===== src/rtl/green_pkg.sv =====
// Shared types for the Green 16-bit datapath front end: widths, fetch FSM
// states and the prefetch buffer entry layout.
package green_pkg;
  localparam int AW = 8;
  localparam int DW = 16;

  typedef enum logic [1:0] {
    IDLE  = 2'd0,
    FETCH = 2'd1,
    DROP  = 2'd2
  } fetch_state_t;

  typedef struct packed {
    logic [DW-1:0] ins;
    logic [AW-1:0] pc;
  } fetch_entry_t;
endpackage


===== src/rtl/ins_fetch_if.sv =====
// Fetch-stage bus bundle: instruction memory req/ack on one side, the
// instruction stream to load/execute on the other.
interface ins_fetch_if;
  import green_pkg::*;

  // mem_req is held with a stable mem_addr until a one-cycle mem_ack returns
  // mem_rdata; an instruction transfers on any edge with ins_valid & ins_ready.
  logic          mem_req;
  logic [AW-1:0] mem_addr;
  logic          mem_ack;
  logic [DW-1:0] mem_rdata;
  logic [DW-1:0] ins;
  logic [AW-1:0] ins_pc;
  logic          ins_valid;
  logic          ins_ready;

  modport master (
    output mem_req, mem_addr, ins, ins_pc, ins_valid,
    input  mem_ack, mem_rdata, ins_ready
  );

  modport slave (
    input  mem_req, mem_addr, ins, ins_pc, ins_valid,
    output mem_ack, mem_rdata, ins_ready
  );
endinterface


===== src/rtl/fetch_fifo.sv =====
// Register FIFO for prefetched instructions. Flush wins over push and pop;
// the head is read straight from the storage registers.
module fetch_fifo
  import green_pkg::*;
#(
  parameter  int DEPTH = 2,
  localparam int PW    = $clog2(DEPTH),
  localparam int CW    = $clog2(DEPTH + 1)
) (
  input  logic          clk,
  input  logic          rst,
  input  logic          push,
  input  logic          pop,
  input  logic          flush,
  input  fetch_entry_t  wdata,
  output fetch_entry_t  head,
  output logic          head_valid,
  output logic [CW-1:0] count
);
  fetch_entry_t  mem [DEPTH];
  logic [PW-1:0] rd_ptr;
  logic [PW-1:0] wr_ptr;

  assign head       = mem[rd_ptr];
  assign head_valid = (count != '0);

  always_ff @(posedge clk or posedge rst) begin
    if (rst) begin
      rd_ptr <= '0;
      wr_ptr <= '0;
      count  <= '0;
      for (int i = 0; i < DEPTH; i++) mem[i] <= '0;
    end else if (flush) begin
      rd_ptr <= '0;
      wr_ptr <= '0;
      count  <= '0;
    end else begin
      if (push) begin
        mem[wr_ptr] <= wdata;
        wr_ptr      <= wr_ptr + PW'(1);
      end
      if (pop) rd_ptr <= rd_ptr + PW'(1);
      count <= count + CW'(push) - CW'(pop);
    end
  end
endmodule


===== src/rtl/ins_fetch.sv =====
// Instruction fetch stage: owns the PC and the fetch FSM, issues one word
// read at a time and streams results through the prefetch buffer.
module ins_fetch
  import green_pkg::*;
#(
  parameter  int            DEPTH    = 2,
  parameter  logic [AW-1:0] RESET_PC = '0,
  localparam int            CW       = $clog2(DEPTH + 1)
) (
  input  logic               clk,
  input  logic               rst,
  input  logic               run,
  input  logic               br_valid,
  input  logic [AW-1:0]      br_target,
  ins_fetch_if.master        bus,
  output fetch_state_t       state,
  output logic [CW-1:0]      count
);
  localparam logic [CW:0] DEPTH_C = (CW + 1)'(DEPTH);

  logic [AW-1:0] pc;
  logic [AW-1:0] addr_q;
  logic          req_q;
  logic          push;
  logic          pop;
  logic [CW:0]   count_ext;
  logic [CW:0]   count_after;
  fetch_entry_t  head;

  // A redirect cycle neither consumes the head nor keeps the returning word.
  assign pop         = bus.ins_valid & bus.ins_ready & ~br_valid;
  assign push        = (state == FETCH) & bus.mem_ack & ~br_valid;
  assign count_ext   = {1'b0, count};
  assign count_after = count_ext + (CW + 1)'(1) - (CW + 1)'(pop);

  assign bus.mem_req  = req_q;
  assign bus.mem_addr = addr_q;
  assign bus.ins      = head.ins;
  assign bus.ins_pc   = head.pc;

  fetch_fifo #(.DEPTH(DEPTH)) u_fifo (
    .clk        (clk),
    .rst        (rst),
    .push       (push),
    .pop        (pop),
    .flush      (br_valid),
    .wdata      ({bus.mem_rdata, pc}),
    .head       (head),
    .head_valid (bus.ins_valid),
    .count      (count)
  );

  always_ff @(posedge clk or posedge rst) begin
    if (rst) begin
      state  <= IDLE;
      pc     <= RESET_PC;
      req_q  <= 1'b0;
      addr_q <= RESET_PC;
    end else begin
      if (br_valid)  pc <= br_target;
      else if (push) pc <= pc + AW'(1);

      case (state)
        IDLE: begin
          if (run && (br_valid || count_ext < DEPTH_C)) begin
            state  <= FETCH;
            req_q  <= 1'b1;
            addr_q <= br_valid ? br_target : pc;
          end
        end
        FETCH: begin
          // Chaining the next request is only allowed with a free slot reserved.
          if (bus.mem_ack) begin
            if (br_valid ? run : (run && count_after < DEPTH_C)) begin
              addr_q <= br_valid ? br_target : pc + AW'(1);
            end else begin
              state <= IDLE;
              req_q <= 1'b0;
            end
          end else if (br_valid) begin
            state <= DROP;
          end
        end
        DROP: begin
          // The stale request must still complete before the target is fetched.
          if (bus.mem_ack) begin
            if (run) begin
              state  <= FETCH;
              addr_q <= br_valid ? br_target : pc;
            end else begin
              state <= IDLE;
              req_q <= 1'b0;
            end
          end
        end
        default: begin
          state <= IDLE;
          req_q <= 1'b0;
        end
      endcase
    end
  end
endmodule


===== src/flat_wrapper.sv =====
// flat-port wrapper written by rule: the top's interface ports become plain ports
module ins_fetch_flat import green_pkg::*;
#(
  parameter  int            DEPTH    = 2,
  parameter  logic [AW-1:0] RESET_PC = '0,
  localparam int            CW       = $clog2(DEPTH + 1)
)
  (clk, rst, run, br_valid, br_target, state, count, bus_mem_req, bus_mem_addr, bus_ins, bus_ins_pc, bus_ins_valid, bus_mem_ack, bus_mem_rdata, bus_ins_ready);
  ins_fetch_if bus_i ();
  input  logic clk;
  input  logic rst;
  input  logic run;
  input  logic br_valid;
  input  logic [AW-1:0] br_target;
  output fetch_state_t state;
  output logic [CW-1:0] count;
  output wire logic [$bits(bus_i.mem_req)-1:0] bus_mem_req;
  output wire logic [$bits(bus_i.mem_addr)-1:0] bus_mem_addr;
  output wire logic [$bits(bus_i.ins)-1:0] bus_ins;
  output wire logic [$bits(bus_i.ins_pc)-1:0] bus_ins_pc;
  output wire logic [$bits(bus_i.ins_valid)-1:0] bus_ins_valid;
  input wire logic [$bits(bus_i.mem_ack)-1:0] bus_mem_ack;
  input wire logic [$bits(bus_i.mem_rdata)-1:0] bus_mem_rdata;
  input wire logic [$bits(bus_i.ins_ready)-1:0] bus_ins_ready;
  assign bus_mem_req = bus_i.mem_req;
  assign bus_mem_addr = bus_i.mem_addr;
  assign bus_ins = bus_i.ins;
  assign bus_ins_pc = bus_i.ins_pc;
  assign bus_ins_valid = bus_i.ins_valid;
  assign bus_i.mem_ack = bus_mem_ack;
  assign bus_i.mem_rdata = bus_mem_rdata;
  assign bus_i.ins_ready = bus_ins_ready;
  ins_fetch #(.DEPTH(DEPTH), .RESET_PC(RESET_PC)) u_core (.clk(clk), .rst(rst), .run(run), .br_valid(br_valid), .br_target(br_target), .bus(bus_i), .state(state), .count(count));
endmodule

===== config.mk =====
export PLATFORM = sky130hd
export DESIGN_NAME = ins_fetch_flat
export DESIGN_NICKNAME = d
export VERILOG_FILES = /design/src/rtl/green_pkg.sv /design/src/rtl/ins_fetch_if.sv /design/src/rtl/fetch_fifo.sv /design/src/rtl/ins_fetch.sv /design/src/flat_wrapper.sv
export SDC_FILE = /design/constraint.sdc
export NUM_CORES = 1
export LEC_CHECK = 0
export ABC_AREA = 1
export BUFFER_PORTS_ARGS = -buffer_cell sky130_fd_sc_hd__buf_4
export CELL_PAD_IN_SITES_DETAIL_PLACEMENT = 1
export CELL_PAD_IN_SITES_GLOBAL_PLACEMENT = 2
export CORE_MARGIN = 1
export CORE_UTILIZATION = 30
export CTS_BUF_LIST = sky130_fd_sc_hd__clkbuf_2
export CTS_CLUSTER_DIAMETER = 100
export CTS_CLUSTER_SIZE = 8
export DETAILED_ROUTE_END_ITERATION = 7
export PLACE_DENSITY = 0.79
export SLEW_MARGIN = 20
export SYNTH_ARGS = -nofsm -noshare
export SYNTH_HDL_FRONTEND = slang
export SYNTH_SLANG_ARGS = --single-unit

===== constraint.sdc =====
create_clock -name clk -period 2.2 [get_ports clk]
set_input_delay 0.11 -clock clk [delete_from_list [all_inputs] [get_ports clk]]
set_output_delay 0.11 -clock clk [all_outputs]
set_load 0.02 [all_outputs]

# After elaboration in Yosys (flattened, before gate mapping)
# Cells that the tools add are included.
word_totals:
  ff_bits: 71
  latchBits: 0
  ramBits: 0
  mem_bits_ro: 0
  in_bits: 30
  out_inout_bits: 38
  word_cells: 89
  memories: 0
op_classes:
  add_sub_neg: 7
  mul: 0
  div: 0
  order_cmp: 5
  eq_ne: 11
  shifts: 0
  mux: 35
  n_bitwise: 7
  n_reduce_logical: 13
op_table:
  columns: ["op", "count"]
  rows:
  - ["two-way mux 24 bit", 4]
  - ["two-way mux 8 bit", 9]
  - ["bitwise mux 48 bit", 1]
  - ["demux 24 bit (select 1 bit)", 1]
  - ["case mux 8 bit (3 select lines)", 1]
  - ["two-way mux 2 bit", 6]
  - ["inequality test 2 bit (second input constant)", 6]
  - ["two-way mux 1 bit", 11]
  - ["adder 8 x 1 -> 8 bit (second input constant)", 1]
  - ["inequality test 3 bit (second input constant)", 2]
  - ["case mux 2 bit (3 select lines)", 1]
  - ["AND reduction 6 bit", 1]
  - ["nonzero test 2 bit", 3]
  - ["AND reduction 5 bit", 1]
  - ["bitwise AND 1 bit", 4]
  - [">= comparator 2 bit (second input constant)", 2]
  - ["NOT 1 -> 2 bit", 2]
  - ["AND reduction 4 bit", 1]
  - ["adder 2 x 1 -> 3 bit (second input constant)", 1]
  - ["logical AND 1 bit", 3]
  - ["< comparator 3 x 2 -> 1 bit (second input constant)", 1]
  - ["case mux 1 bit (3 select lines)", 1]
  - ["nonzero test 3 bit", 1]
  - ["subtractor 3 x 1 -> 3 bit", 1]
  - ["other kinds (12)", 13]

# Logic depth before layout (Yosys ltp)
logic_depth:
  word_depth: 10
  mapped_depth: 10
  depth_no_buf: 10

# Cells and area by module
# Synthesis repeated with hierarchy kept, for this count alone.
hier_totals:
  hier_cells: 412
  hier_area_um2: 3590.9
by_module_without_submodules:
  columns: ["mod", "n_inst", "cells_each", "area_per_inst_um2", "seq_area_each_um2"]
  rows:
  - ["fetch_fifo", 1, 232, 2361.0, 1301.2]
  - ["ins_fetch", 1, 180, 1229.9, 475.5]

# Worst setup path after synthesis
# Ideal clock, no wire load.
synth_timing:
  path_type: "flip-flop to flip-flop"
  start: "register u_core.state[1]"
  end: "register u_core.u_fifo.count[1]"
  setup_time_ns: 0.121
  arrival_ns: 1.565
  t_required_ns: 2.079
  path_slack_ns: 0.514
  path_stages_with_launch: 10
  path_buffers: 0
  period_less_slack_ns: 1.686
  cell_sequence: "dfrtp_1 > nor2_4 > nand2_2 > nor2_4 > inv_1 > ha_1 > inv_1 > ha_1 > xor2_1 > nor2_1"
synth_via:
  elab_chain_len: 6
synth_rtl:
  columns: ["item", "line_no", "text"]
  rows:
  - ["start, declared", "ins_fetch.sv:16", "output fetch_state_t state,"]
  - ["start signal, assigned", "ins_fetch.sv:55", "state <= IDLE;"]
  - ["start signal, assigned", "ins_fetch.sv:66", "state <= FETCH;"]
  - ["start signal, assigned", "ins_fetch.sv:77", "state <= IDLE;"]
  - ["== test 2 x 1 -> 1 bit", "ins_fetch.sv:32", "assign push = (state == FETCH) & bus.mem_ack & ~br_valid;"]
  - ["bitwise AND 1 bit (2 in series)", "ins_fetch.sv:32", null]
  - ["adder 2 x 1 -> 2 bit", "fetch_fifo.sv:43", "count <= count + CW'(push) - CW'(pop);"]
  - ["subtractor 2 x 1 -> 2 bit", "fetch_fifo.sv:43", null]
  - ["two-way mux 2 bit", "fetch_fifo.sv:33", "end else if (flush) begin"]
  - ["end signal, assigned", "fetch_fifo.sv:43", null]
  - ["end, declared", "fetch_fifo.sv:18", "output logic [CW-1:0] count"]
# No other way between the ends.
# A chain may end at the register's enable or synchronous reset.

# Worst setup path in the final report
layout_timing:
  start: "register u_core.u_fifo.rd_ptr"
  end: "output bus_ins_pc[0]"
layout_via:
  elab_chain_len: 4
layout_rtl:
  columns: ["item", "line_no", "text"]
  rows:
  - ["start, declared", "fetch_fifo.sv:21", "logic [PW-1:0] rd_ptr;"]
  - ["start signal, assigned", "fetch_fifo.sv:42", "if (pop) rd_ptr <= rd_ptr + PW'(1);"]
  - ["NOT 1 -> 2 bit (implied by the code)", "fetch_fifo.sv:24", "assign head = mem[rd_ptr];"]
  - ["two-way mux 24 bit (implied by the code) (3 in series)", "fetch_fifo.sv:24", null]
  - ["end, declared", "flat_wrapper.sv:20", "output wire logic [$bits(bus_i.ins_pc)-1:0] bus_ins_pc;"]
# No other way between the ends. The select of a mux whose other input is x is not followed.

==> impl_metrics.csv <==
group,metric,value,unit
status,run_status,"complete, no violations",
place,gp_congestion,0.818,
global_route,grt_use_total,16.0,%
clocking,cts_tree,"yes",
timing,layout_setup_ws,0.425,ns
yosys,synth-edff-count,0,
yosys,synth-seq-cells,71,
clocking,cts_setup_buffers,0,
floorplanning,boundaryPins,68,
timing,worst_slew_pin_slew,0.586,ns
place,placed_cells,658,
finish,nets,589,
worst_setup_path,cp_data_arrival_time,1.67,ns
timing,setup_viol,0,
clocking,path_clk_slew,0.21,ns
timing,fin_tns_setup,0,ns
global_route,grt_remaining_overflow,0,
finish,n_antenna_cell,0,
yosys,async_flop_share,100,%
power_and_ir_drop,p_leak,2.44,nW
yosys,syn-num-nets,494,
yosys,ys_seq_area_share,50.2,%
detailed_routing,dr.pass1.iters,4,
clocking,cts_hold_buf,30,
detailed_routing,vias_per_cell,4.54,
timing,max_freq,0.563,GHz
worst_setup_path,path_max_fanout,25,
detailed_routing,drtIter0Drc,104,
floorplanning,die_area,0.0122,mm2
clocking,cts_resized,0,
worst_setup_path,crit_type,"reg2out",
finish,area_growth,29.7,%
floorplanning,core_area,0.0115,mm2
detailed_routing,wirelength,9.18,mm
flow_run,max-cap-violations,0,
timing,fin_crit_sh,80.7,%
clocking,clk_latency,0.51,ns
timing,min_period,1.78,ns
floorplanning,start_util,30.9,%
clocking,htreeDepth,3,
floorplanning,rows,39,
clocking,clock_sinks,71,
timing,max_slew_margin,60.8,%
place,dp_slack,0.489,ns
timing,rsz0062_at_grt,"no",
worst_setup_path,cp.required,2.09,ns
worst_setup_path,end_kind,"primary output",
finish,final_cell_mix,"nand2_1 (195), dfrtp_1 (71), buf_4 (70)",
power_and_ir_drop,peakVddDrop,0.470,mV
yosys,ys_types,27,
power_and_ir_drop,p_per_area,1220,mW/mm2
worst_hold_path,hold_path_class,"in2async",
worst_setup_path,cp-start-kind,"flop",
detailed_routing,wl_per_cell,13.0,um
global_route,grt_pass1_wl,15.8,mm
finish,layout-drive-gt1-share,19.6,%
yosys,synth.cell_area,0.00354,mm2
clocking,cts_root_buf,"clkbuf_2",
detailed_routing,via_count,3193,
power_and_ir_drop,finalPower,5.58,mW
yosys,yosysWarnings,0,
yosys,syn_area_per_cell,7.68,um2
place,place_hpwl,6.26,mm
finish,fill_cells,1415,
clocking,numCtsBuffers,9,
yosys,synth-main-ff-cell,"dfrtp_1",
finish,final_common_cell,"nand2_1",
detailed_routing,ant_nets,0,
detailed_routing,drc,0,
clocking,clk_path_buf_depth,2,
timing,finalHoldViolations,0,
place,numPortBuffers,67,
floorplanning,dieHeight,111,um
global_route,grt_antenna_before_repair,0,
timing,final_max_slew_viol_count,0,
finish,fin_cells,704,
global_route,grt_max_degree,50,
global_route,grt_pass1_vias,3322,
yosys,postSynthCellCount,461,
timing,fin_worst_skew,0.0278,ns
floorplanning,fp.dieW,111,um
[registers in the layout, summed over array words and instances (netlist names)]
name,count
u_core.state,2
u_core.bus.mem_req,1
u_core.bus.mem_addr,8
u_core.u_fifo.count,2
u_core.pc,8
u_core.u_fifo.rd_ptr,1
u_core.u_fifo.mem,48
u_core.u_fifo.wr_ptr,1
[worst max-delay path, stage by stage, from the launching register on]
cell	delay (ns)
dfrtp_1	0.44
inv_2	0.37
nand2_1	0.09
nand2_1	0.11
buf_4	0.15
[cell type report]
| type | count | area (um2) | area share [%] |
|---|---|---|---|
| clock buffer | 9 | 45.0 | 0.982 |
| inverter | 45 | 169 | 3.68 |
| tap | 143 | 179 | 3.90 |
| sequential | 71 | 1780 | 38.7 |
| timing repair buffer | 103 | 886 | 19.3 |
| clock inverter | 7 | 63.8 | 1.39 |
| multi-input combinational | 326 | 1470 | 32.0 |
[Yosys cell counts, types with 2 or more instances]
cell type  number  area [um2]
nand2_1       195         732
dfrtp_1        71        1780
inv_1          42         158
o21ai_1        34         170
o21ai_0        27         135
nand3_1        17        85.1
nor2_1         17        63.8
o21ai_2         9        78.8
a21oi_1         6        30.0
buf_2           6        30.0
buf_6           5        56.3
clkbuf_1        5        18.8
nand2_2         5        31.3
ha_1            3        37.5
inv_2           3        11.3
buf_4           2        15.0
nor2_4          2        22.5
o21bai_1        2        15.0
or2_2           2        12.5
[cell families (layout without fill, tap and decap cells)]
group / Yosys count / after routing / synth area share, %
and+or+nand+nor: 239 / 239 / 26.9
AOI/OAI and AO/OA: 82 / 82 / 13.0
DFF: 71 / 71 / 50.2
buffers and inverters: 64 / 164 / 8.27
adders and majority gates: 3 / 3 / 1.06
xor gates and xnor gates: 2 / 2 / 0.495
[routing by layer]
metal,track usage (%),vias up,wire [um]
met3,3.35,6,320
met5,0,-,0
met4,4.27,0,77
met1,21.9,1498,4530
li1,-,1635,-
met2,25.7,54,4240
[where the power goes]
part	switching, mW	leakage, nW	internal, mW	total (mW)
Clock	0.479	0.0667	0.253	0.732
Combinational	1.61	1.48	1.07	2.68
Sequential	0.333	0.899	1.84	2.17
Total	2.42	2.44	3.16	5.58
[worst paths after layout]
kind | startpoint | to | slack [ns] | cells after the start
worst max-delay path | u_core.u_fifo.rd_ptr | bus_ins_pc[0] | 0.42 | 4
worst max register to register | u_core.state[1] | u_core.u_fifo.count[1] | 0.49 | 9
max in group asynchronous | rst | u_core.bus.mem_addr[7] | 1.29 | 4
min in group clk | bus_mem_rdata[1] | u_core.u_fifo.mem[33] | 0.40 | 4
worst min-delay path | rst | u_core.u_fifo.count[1] | 0.19 | 3
worst min register to register | u_core.u_fifo.mem[11] | u_core.u_fifo.mem[11] | 0.51 | 2
[stage by stage]
step	cell area, um2	hold WS (ns)	util [%]
6_report	4590	0.192	40.0
5_1_grt	4590	0.157	40.0
4_1_cts	4590	0.154	40.0
3_5_place_dp	4180	0.224	36.4
3_3_place_gp	4180	0.223	36.4
2_1_floorplan	3540	0.258	-
Power figures use the tool's default switching activity.
